==> src/rtl/imem_arbiter_if.sv <==
// Bus bundle between the instruction-memory arbiter, its two requesters (fetch, loader)
// and the single-port synchronous-read memory array.
`ifndef INST_WIDTH
`define INST_WIDTH 32
`endif

interface imem_arbiter_if #(
    parameter int unsigned ADDR_W = 10,
    parameter int unsigned DW     = `INST_WIDTH
);
    // Fetch port (read-only)
    logic              f_req;
    logic [ADDR_W-1:0] f_addr;
    logic              f_gnt;
    logic              f_rvalid;
    logic [DW-1:0]     f_rdata;
    logic              f_err;

    // Loader / debug port (read-write)
    logic              l_req;
    logic              l_we;
    logic [ADDR_W-1:0] l_addr;
    logic [DW-1:0]     l_wdata;
    logic              l_lock;
    logic              l_gnt;
    logic              l_rvalid;
    logic [DW-1:0]     l_rdata;
    logic              l_err;

    // Memory array side
    logic              mem_en;
    logic              mem_we;
    logic [ADDR_W-3:0] mem_addr;
    logic [DW-1:0]     mem_wdata;
    logic [DW-1:0]     mem_rdata;

    // Arbiter view
    modport slave (
        input  f_req, f_addr,
        input  l_req, l_we, l_addr, l_wdata, l_lock,
        input  mem_rdata,
        output f_gnt, f_rvalid, f_rdata, f_err,
        output l_gnt, l_rvalid, l_rdata, l_err,
        output mem_en, mem_we, mem_addr, mem_wdata
    );

    // Requester / memory environment view
    modport master (
        output f_req, f_addr,
        output l_req, l_we, l_addr, l_wdata, l_lock,
        output mem_rdata,
        input  f_gnt, f_rvalid, f_rdata, f_err,
        input  l_gnt, l_rvalid, l_rdata, l_err,
        input  mem_en, mem_we, mem_addr, mem_wdata
    );
endinterface

==> src/rtl/imem_arbiter.sv <==
// Shares one single-port synchronous-read instruction memory between the fetch unit and
// the loader: round-robin on contention, loader lock, misaligned accesses answered with err.
`ifndef INST_WIDTH
`define INST_WIDTH 32
`endif

module imem_arbiter #(
    parameter int unsigned MEM_SIZE = 1024,
    parameter int unsigned DW       = `INST_WIDTH,
    localparam int unsigned ADDR_W  = $clog2(MEM_SIZE)
) (
    input  logic           clk,
    input  logic           rst_n,
    imem_arbiter_if.slave  bus
);

    typedef enum logic {WinF, WinL} winner_e;

    winner_e           last_winner_q, last_winner_d;
    logic              f_gnt_w, l_gnt_w;
    logic [ADDR_W-1:0] sel_addr;
    logic              misaligned;
    logic              mem_en_w;

    logic              f_rvalid_q, f_err_q, f_rd_q;
    logic              l_rvalid_q, l_err_q, l_rd_q;
    logic [DW-1:0]     f_rdata_w, l_rdata_w;

    // Grants are suppressed while reset is held so every output sits at its reset value.
    always_comb begin
        f_gnt_w       = 1'b0;
        l_gnt_w       = 1'b0;
        last_winner_d = last_winner_q;
        if (!rst_n) begin
            f_gnt_w = 1'b0;
            l_gnt_w = 1'b0;
        end else if (bus.l_lock) begin
            l_gnt_w = bus.l_req;
        end else if (bus.f_req && bus.l_req) begin
            if (last_winner_q == WinL) begin
                f_gnt_w       = 1'b1;
                last_winner_d = WinF;
            end else begin
                l_gnt_w       = 1'b1;
                last_winner_d = WinL;
            end
        end else begin
            f_gnt_w = bus.f_req;
            l_gnt_w = bus.l_req;
        end
    end

    always_comb begin
        sel_addr   = l_gnt_w ? bus.l_addr : bus.f_addr;
        misaligned = (sel_addr[1:0] != 2'b00);
        mem_en_w   = (f_gnt_w | l_gnt_w) & ~misaligned;
    end

    assign bus.f_gnt     = f_gnt_w;
    assign bus.l_gnt     = l_gnt_w;
    assign bus.mem_en    = mem_en_w;
    assign bus.mem_we    = mem_en_w & l_gnt_w & bus.l_we;
    assign bus.mem_addr  = mem_en_w ? sel_addr[ADDR_W-1:2] : '0;
    assign bus.mem_wdata = mem_en_w ? bus.l_wdata : '0;

    // f_rd_q / l_rd_q mark an aligned read whose data arrives on mem_rdata this cycle.
    always_ff @(posedge clk or negedge rst_n) begin
        if (!rst_n) begin
            last_winner_q <= WinL;
            f_rvalid_q    <= 1'b0;
            f_err_q       <= 1'b0;
            f_rd_q        <= 1'b0;
            l_rvalid_q    <= 1'b0;
            l_err_q       <= 1'b0;
            l_rd_q        <= 1'b0;
        end else begin
            last_winner_q <= last_winner_d;
            f_rvalid_q    <= f_gnt_w;
            f_err_q       <= f_gnt_w & misaligned;
            f_rd_q        <= f_gnt_w & ~misaligned;
            l_rvalid_q    <= l_gnt_w;
            l_err_q       <= l_gnt_w & misaligned;
            l_rd_q        <= l_gnt_w & ~misaligned & ~bus.l_we;
        end
    end

    always_comb begin
        f_rdata_w = f_rd_q ? bus.mem_rdata : '0;
        l_rdata_w = l_rd_q ? bus.mem_rdata : '0;
    end

    assign bus.f_rvalid = f_rvalid_q;
    assign bus.f_err    = f_err_q;
    assign bus.f_rdata  = f_rdata_w;
    assign bus.l_rvalid = l_rvalid_q;
    assign bus.l_err    = l_err_q;
    assign bus.l_rdata  = l_rdata_w;

`ifndef SYNTHESIS
    a_one_grant: assert property (@(posedge clk) disable iff (!rst_n)
        !(f_gnt_w && l_gnt_w));
    a_lock_blocks_fetch: assert property (@(posedge clk) disable iff (!rst_n)
        bus.l_lock |-> !f_gnt_w);
    a_one_response: assert property (@(posedge clk) disable iff (!rst_n)
        !(f_rvalid_q && l_rvalid_q));
`endif

endmodule

==> src/flat_wrapper.sv <==
// flat-port wrapper written by rule: the top's interface ports become plain ports
module imem_arbiter_flat 
#(
    parameter int unsigned MEM_SIZE = 1024,
    parameter int unsigned DW       = `INST_WIDTH,
    localparam int unsigned ADDR_W  = $clog2(MEM_SIZE)
)
  (clk, rst_n, bus_f_req, bus_f_addr, bus_l_req, bus_l_we, bus_l_addr, bus_l_wdata, bus_l_lock, bus_mem_rdata, bus_f_gnt, bus_f_rvalid, bus_f_rdata, bus_f_err, bus_l_gnt, bus_l_rvalid, bus_l_rdata, bus_l_err, bus_mem_en, bus_mem_we, bus_mem_addr, bus_mem_wdata);
  imem_arbiter_if #(.ADDR_W((10)), .DW(DW)) bus_i ();
  input  logic clk;
  input  logic rst_n;
  input wire logic [$bits(bus_i.f_req)-1:0] bus_f_req;
  input wire logic [$bits(bus_i.f_addr)-1:0] bus_f_addr;
  input wire logic [$bits(bus_i.l_req)-1:0] bus_l_req;
  input wire logic [$bits(bus_i.l_we)-1:0] bus_l_we;
  input wire logic [$bits(bus_i.l_addr)-1:0] bus_l_addr;
  input wire logic [$bits(bus_i.l_wdata)-1:0] bus_l_wdata;
  input wire logic [$bits(bus_i.l_lock)-1:0] bus_l_lock;
  input wire logic [$bits(bus_i.mem_rdata)-1:0] bus_mem_rdata;
  output wire logic [$bits(bus_i.f_gnt)-1:0] bus_f_gnt;
  output wire logic [$bits(bus_i.f_rvalid)-1:0] bus_f_rvalid;
  output wire logic [$bits(bus_i.f_rdata)-1:0] bus_f_rdata;
  output wire logic [$bits(bus_i.f_err)-1:0] bus_f_err;
  output wire logic [$bits(bus_i.l_gnt)-1:0] bus_l_gnt;
  output wire logic [$bits(bus_i.l_rvalid)-1:0] bus_l_rvalid;
  output wire logic [$bits(bus_i.l_rdata)-1:0] bus_l_rdata;
  output wire logic [$bits(bus_i.l_err)-1:0] bus_l_err;
  output wire logic [$bits(bus_i.mem_en)-1:0] bus_mem_en;
  output wire logic [$bits(bus_i.mem_we)-1:0] bus_mem_we;
  output wire logic [$bits(bus_i.mem_addr)-1:0] bus_mem_addr;
  output wire logic [$bits(bus_i.mem_wdata)-1:0] bus_mem_wdata;
  assign bus_i.f_req = bus_f_req;
  assign bus_i.f_addr = bus_f_addr;
  assign bus_i.l_req = bus_l_req;
  assign bus_i.l_we = bus_l_we;
  assign bus_i.l_addr = bus_l_addr;
  assign bus_i.l_wdata = bus_l_wdata;
  assign bus_i.l_lock = bus_l_lock;
  assign bus_i.mem_rdata = bus_mem_rdata;
  assign bus_f_gnt = bus_i.f_gnt;
  assign bus_f_rvalid = bus_i.f_rvalid;
  assign bus_f_rdata = bus_i.f_rdata;
  assign bus_f_err = bus_i.f_err;
  assign bus_l_gnt = bus_i.l_gnt;
  assign bus_l_rvalid = bus_i.l_rvalid;
  assign bus_l_rdata = bus_i.l_rdata;
  assign bus_l_err = bus_i.l_err;
  assign bus_mem_en = bus_i.mem_en;
  assign bus_mem_we = bus_i.mem_we;
  assign bus_mem_addr = bus_i.mem_addr;
  assign bus_mem_wdata = bus_i.mem_wdata;
  imem_arbiter #(.MEM_SIZE(MEM_SIZE), .DW(DW)) u_core (.clk(clk), .rst_n(rst_n), .bus(bus_i));
endmodule
==> config.mk <==
export PLATFORM = sky130hd
export DESIGN_NAME = imem_arbiter_flat
export DESIGN_NICKNAME = d
export VERILOG_FILES = /design/src/rtl/imem_arbiter_if.sv /design/src/rtl/imem_arbiter.sv /design/src/flat_wrapper.sv
export SDC_FILE = /design/constraint.sdc
export NUM_CORES = 1
export LEC_CHECK = 0
export ABC_AREA = 1
export BUFFER_PORTS_ARGS = -buffer_cell sky130_fd_sc_hd__buf_2
export CAP_MARGIN = 20
export CORE_AREA = 2 2 78 80
export CTS_BUF_LIST = sky130_fd_sc_hd__clkbuf_4 sky130_fd_sc_hd__clkbuf_8
export CTS_CLUSTER_DIAMETER = 50
export DETAILED_ROUTE_END_ITERATION = 6
export DIE_AREA = 0 0 80 82
export PLACE_DENSITY = 0.73
export RECOVER_POWER = 50
export SLEW_MARGIN = 25
export SYNTH_ARGS = -nofsm -noshare
export SYNTH_HDL_FRONTEND = slang
export SYNTH_SLANG_ARGS = --single-unit
==> constraint.sdc <==
create_clock -name clk -period 1.9 [get_ports clk]
set_clock_uncertainty 0.05 [all_clocks]
set_input_delay 0.285 -clock clk [delete_from_list [all_inputs] [get_ports clk]]
set_output_delay 0.285 -clock clk [all_outputs]
set_load 0.1 [all_outputs]
==> reports/metrics.yaml <==
outcome: "finished with violations"
violations: "negative setup slack"
antenna_found_initial: 1
criticalPathCategory: "flop to output port"
filler_cell_count: 335
drt-wirelength-per-cell_um: 14.1
tritoncts.num_buffers: 3
max_slew_margin_pct: 66.7
critical_path_arrival_ps: 1760
setup_repair_after_global_routing_missed_its_margin: "yes"
clk-insertion-delay-late_ps: 230
fin_ws_ps: -196
die_y_um: 82
power.static_leakage_uw: 0.00264
first_pass_iters: 4
postSynthNetCount: 369
drt-initial-drc-count: 80
crit_path_max_fanout: 7
first_global_vias: 2384
boundaryPins: 202
dpl_worst_slack_ps: 55.3
layoutNonFillerInstCount: 566
syn_inst: 279
worstHoldPathType: "input port to asynchronous set/reset pin"
cts.clk_slew.worst_paths_ps: 50
areaGrowthSynthToFinish_pct: 247
fin_worst_hold_slack_ps: 140
grt_max_degree: 33
initial_utilization_pct: 22.9
crit_path_time_final_ps: 2100
seq_area_um2: 176
power_density_nw_per_um2: 319
synth_seq_area_share_pct: 13.4
drc: 0
first_pass_grt_wire_length_um: 11200
critical_path_required_ps: 1560
fin_setup_tns_ps: -6820
yosys_register_bits: 7
max-cap-violations: 0
groute.usage.overall_pct: 22.1
cts_htree_levels: 1
core.rowCount: 28
capturing_element_type_of_the_critical_path: "output port"
design_power_total_uw: 1460
multiInputGateArea_um2: 967
finalHoldViolCount: 0
post_synth.cell_area_avg_um2: 4.72
detail_route.wirelength_um: 7960
root_buffer: "sky130_fd_sc_hd__clkbuf_8"
gp_congestion: 0.812
globalRoute.totalOverflow: 0
overall_die_area_um2: 6560
worst_slew_pin_slew_ps: 503
chipWidth_um: 80
mostFrequentLayoutCell: "sky130_fd_sc_hd__inv_1"
syn-cell-area_um2: 1320
drt_antenna_net_count: 0
hpwl_um: 6550
vias_per_cell: 4.17
max_clock_freq_mhz: 477
vias: 2359
net_total_in_the_final_layout: 582
floorplan.core_area_um2: 5750
placed_cells: 554
timing.critical_path.from_type: "flop"
report.final.slew_viol_count: 0
n_antenna_cell: 0
numClockSinks: 7
yosys_warnings: 0
peakVddDrop_mv: 0.242
placement.io_buffers: 201
synth_cell_types: 17
final_layout_size_suffix_gt1_share_pct: 56.0
tritoncts: "built"
cts-root-to-sink-buffers: 2
min_period_over_period_pct: 110
final_cell_mix: "sky130_fd_sc_hd__inv_1, sky130_fd_sc_hd__buf_12, sky130_fd_sc_hd__buf_2"
setup_viol: 41
kinds of logic after synthesis:
logic type             synth area share [%]
XOR/XNOR                              0.665
AND/OR/NAND/NOR                        47.6
flip-flops                             13.4
AO/OA/AOI/OAI                         0.380
buffers and inverters                  38.0
Yosys cell counts:
| library cell | n | area [um^2] |
|---|---|---|
| sky130_fd_sc_hd__nand3_4 | 2 | 35.0 |
| sky130_fd_sc_hd__inv_1 | 111 | 417 |
| sky130_fd_sc_hd__buf_2 | 1 | 5.00 |
| sky130_fd_sc_hd__buf_6 | 4 | 45.0 |
| sky130_fd_sc_hd__nand2_4 | 1 | 11.3 |
| sky130_fd_sc_hd__nand3_1 | 9 | 45.0 |
| sky130_fd_sc_hd__clkbuf_1 | 6 | 22.5 |
| sky130_fd_sc_hd__buf_4 | 1 | 7.51 |
| sky130_fd_sc_hd__a21oi_1 | 1 | 5.00 |
| sky130_fd_sc_hd__inv_2 | 1 | 3.75 |
| sky130_fd_sc_hd__nor2_1 | 36 | 135 |
| sky130_fd_sc_hd__xor2_1 | 1 | 8.76 |
| sky130_fd_sc_hd__nor2_2 | 11 | 68.8 |
| sky130_fd_sc_hd__nand2_1 | 85 | 319 |
| sky130_fd_sc_hd__nand2_2 | 2 | 12.5 |
| sky130_fd_sc_hd__dfstp_2 | 1 | 26.3 |
| sky130_fd_sc_hd__dfrtp_1 | 6 | 150 |
final cells by class:
type                            count  share of cell area (%)
Multi-Input combinational cell    148                    21.2
Sequential cell                     7                    3.86
Inverter                          112                    9.29
Tap cell                           75                    2.05
Clock buffer                        4                    1.07
Timing Repair Buffer              220                    62.6
final timing paths:
path                                             startpoint  slack (ps)  cells after the start                          endpoint
max reg2reg                u_core.last_winner_q$_DFFE_PN1P_         600                      5           u_core.f_rd_q$_DFF_PN0_
min reg2reg                u_core.last_winner_q$_DFFE_PN1P_         530                      2  u_core.last_winner_q$_DFFE_PN1P_
max                        u_core.last_winner_q$_DFFE_PN1P_        -200                      8                   bus_mem_addr[0]
max in group asynchronous                             rst_n         780                      3           u_core.l_rd_q$_DFF_PN0_
min in group clk                                   bus_l_we         180                      2           u_core.l_rd_q$_DFF_PN0_
min                                                   rst_n         140                      1  u_core.last_winner_q$_DFFE_PN1P_
critical path: stages, from the launching register on:
cell and delay (ps):
sky130_fd_sc_hd__dfstp_2 550, sky130_fd_sc_hd__inv_1 80, sky130_fd_sc_hd__nand2_2 100, sky130_fd_sc_hd__nand3_4 90, sky130_fd_sc_hd__nand2_4 100, sky130_fd_sc_hd__nand2_8 100
sky130_fd_sc_hd__buf_16 180, sky130_fd_sc_hd__nor2_4 140, sky130_fd_sc_hd__buf_12 180
layer usage:
metal | GRT usage [%] | wire (um) | vias up
met4 | 5.76 | 178 | 2
met1 | 19.2 | 2330 | 1043
li1 | - | - | 1150
met2 | 46.6 | 4540 | 146
met3 | 8.24 | 901 | 18
met5 | 0 | 12 | -
state kept, by name (all words and copies together) (netlist names):
| signal | count |
|---|---|
| u_core.bus.f_err | 1 |
| u_core.bus.f_rvalid | 1 |
| u_core.bus.l_err | 1 |
| u_core.bus.l_rvalid | 1 |
| u_core.f_rd_q | 1 |
| u_core.l_rd_q | 1 |
| u_core.last_winner_q | 1 |
per-stage QoR:
step / utilization (%) / cell area, um^2
after floorplan: - / 1610
after global placement: 75.7 / 4350
after detailed placement: 75.7 / 4350
after CTS: 78.4 / 4500
after global routing: 79.5 / 4570
final: 79.5 / 4570
where the power goes:
part / switching, uW / internal (uW)
Sequential: 14.0 / 176
Combinational: 682 / 359
Clock: 66.6 / 160
what timing repair did:
item                                    CTS  global route
gates cloned                              1             1
gates resized for setup                  11             4
hold endpoints to repair                  3             0
buffers inserted                          2             3
pin swaps                                 2             2
endpoints found under the setup margin   40            41
hold buffers                              1             0
Power figures use the tool's default switching activity.
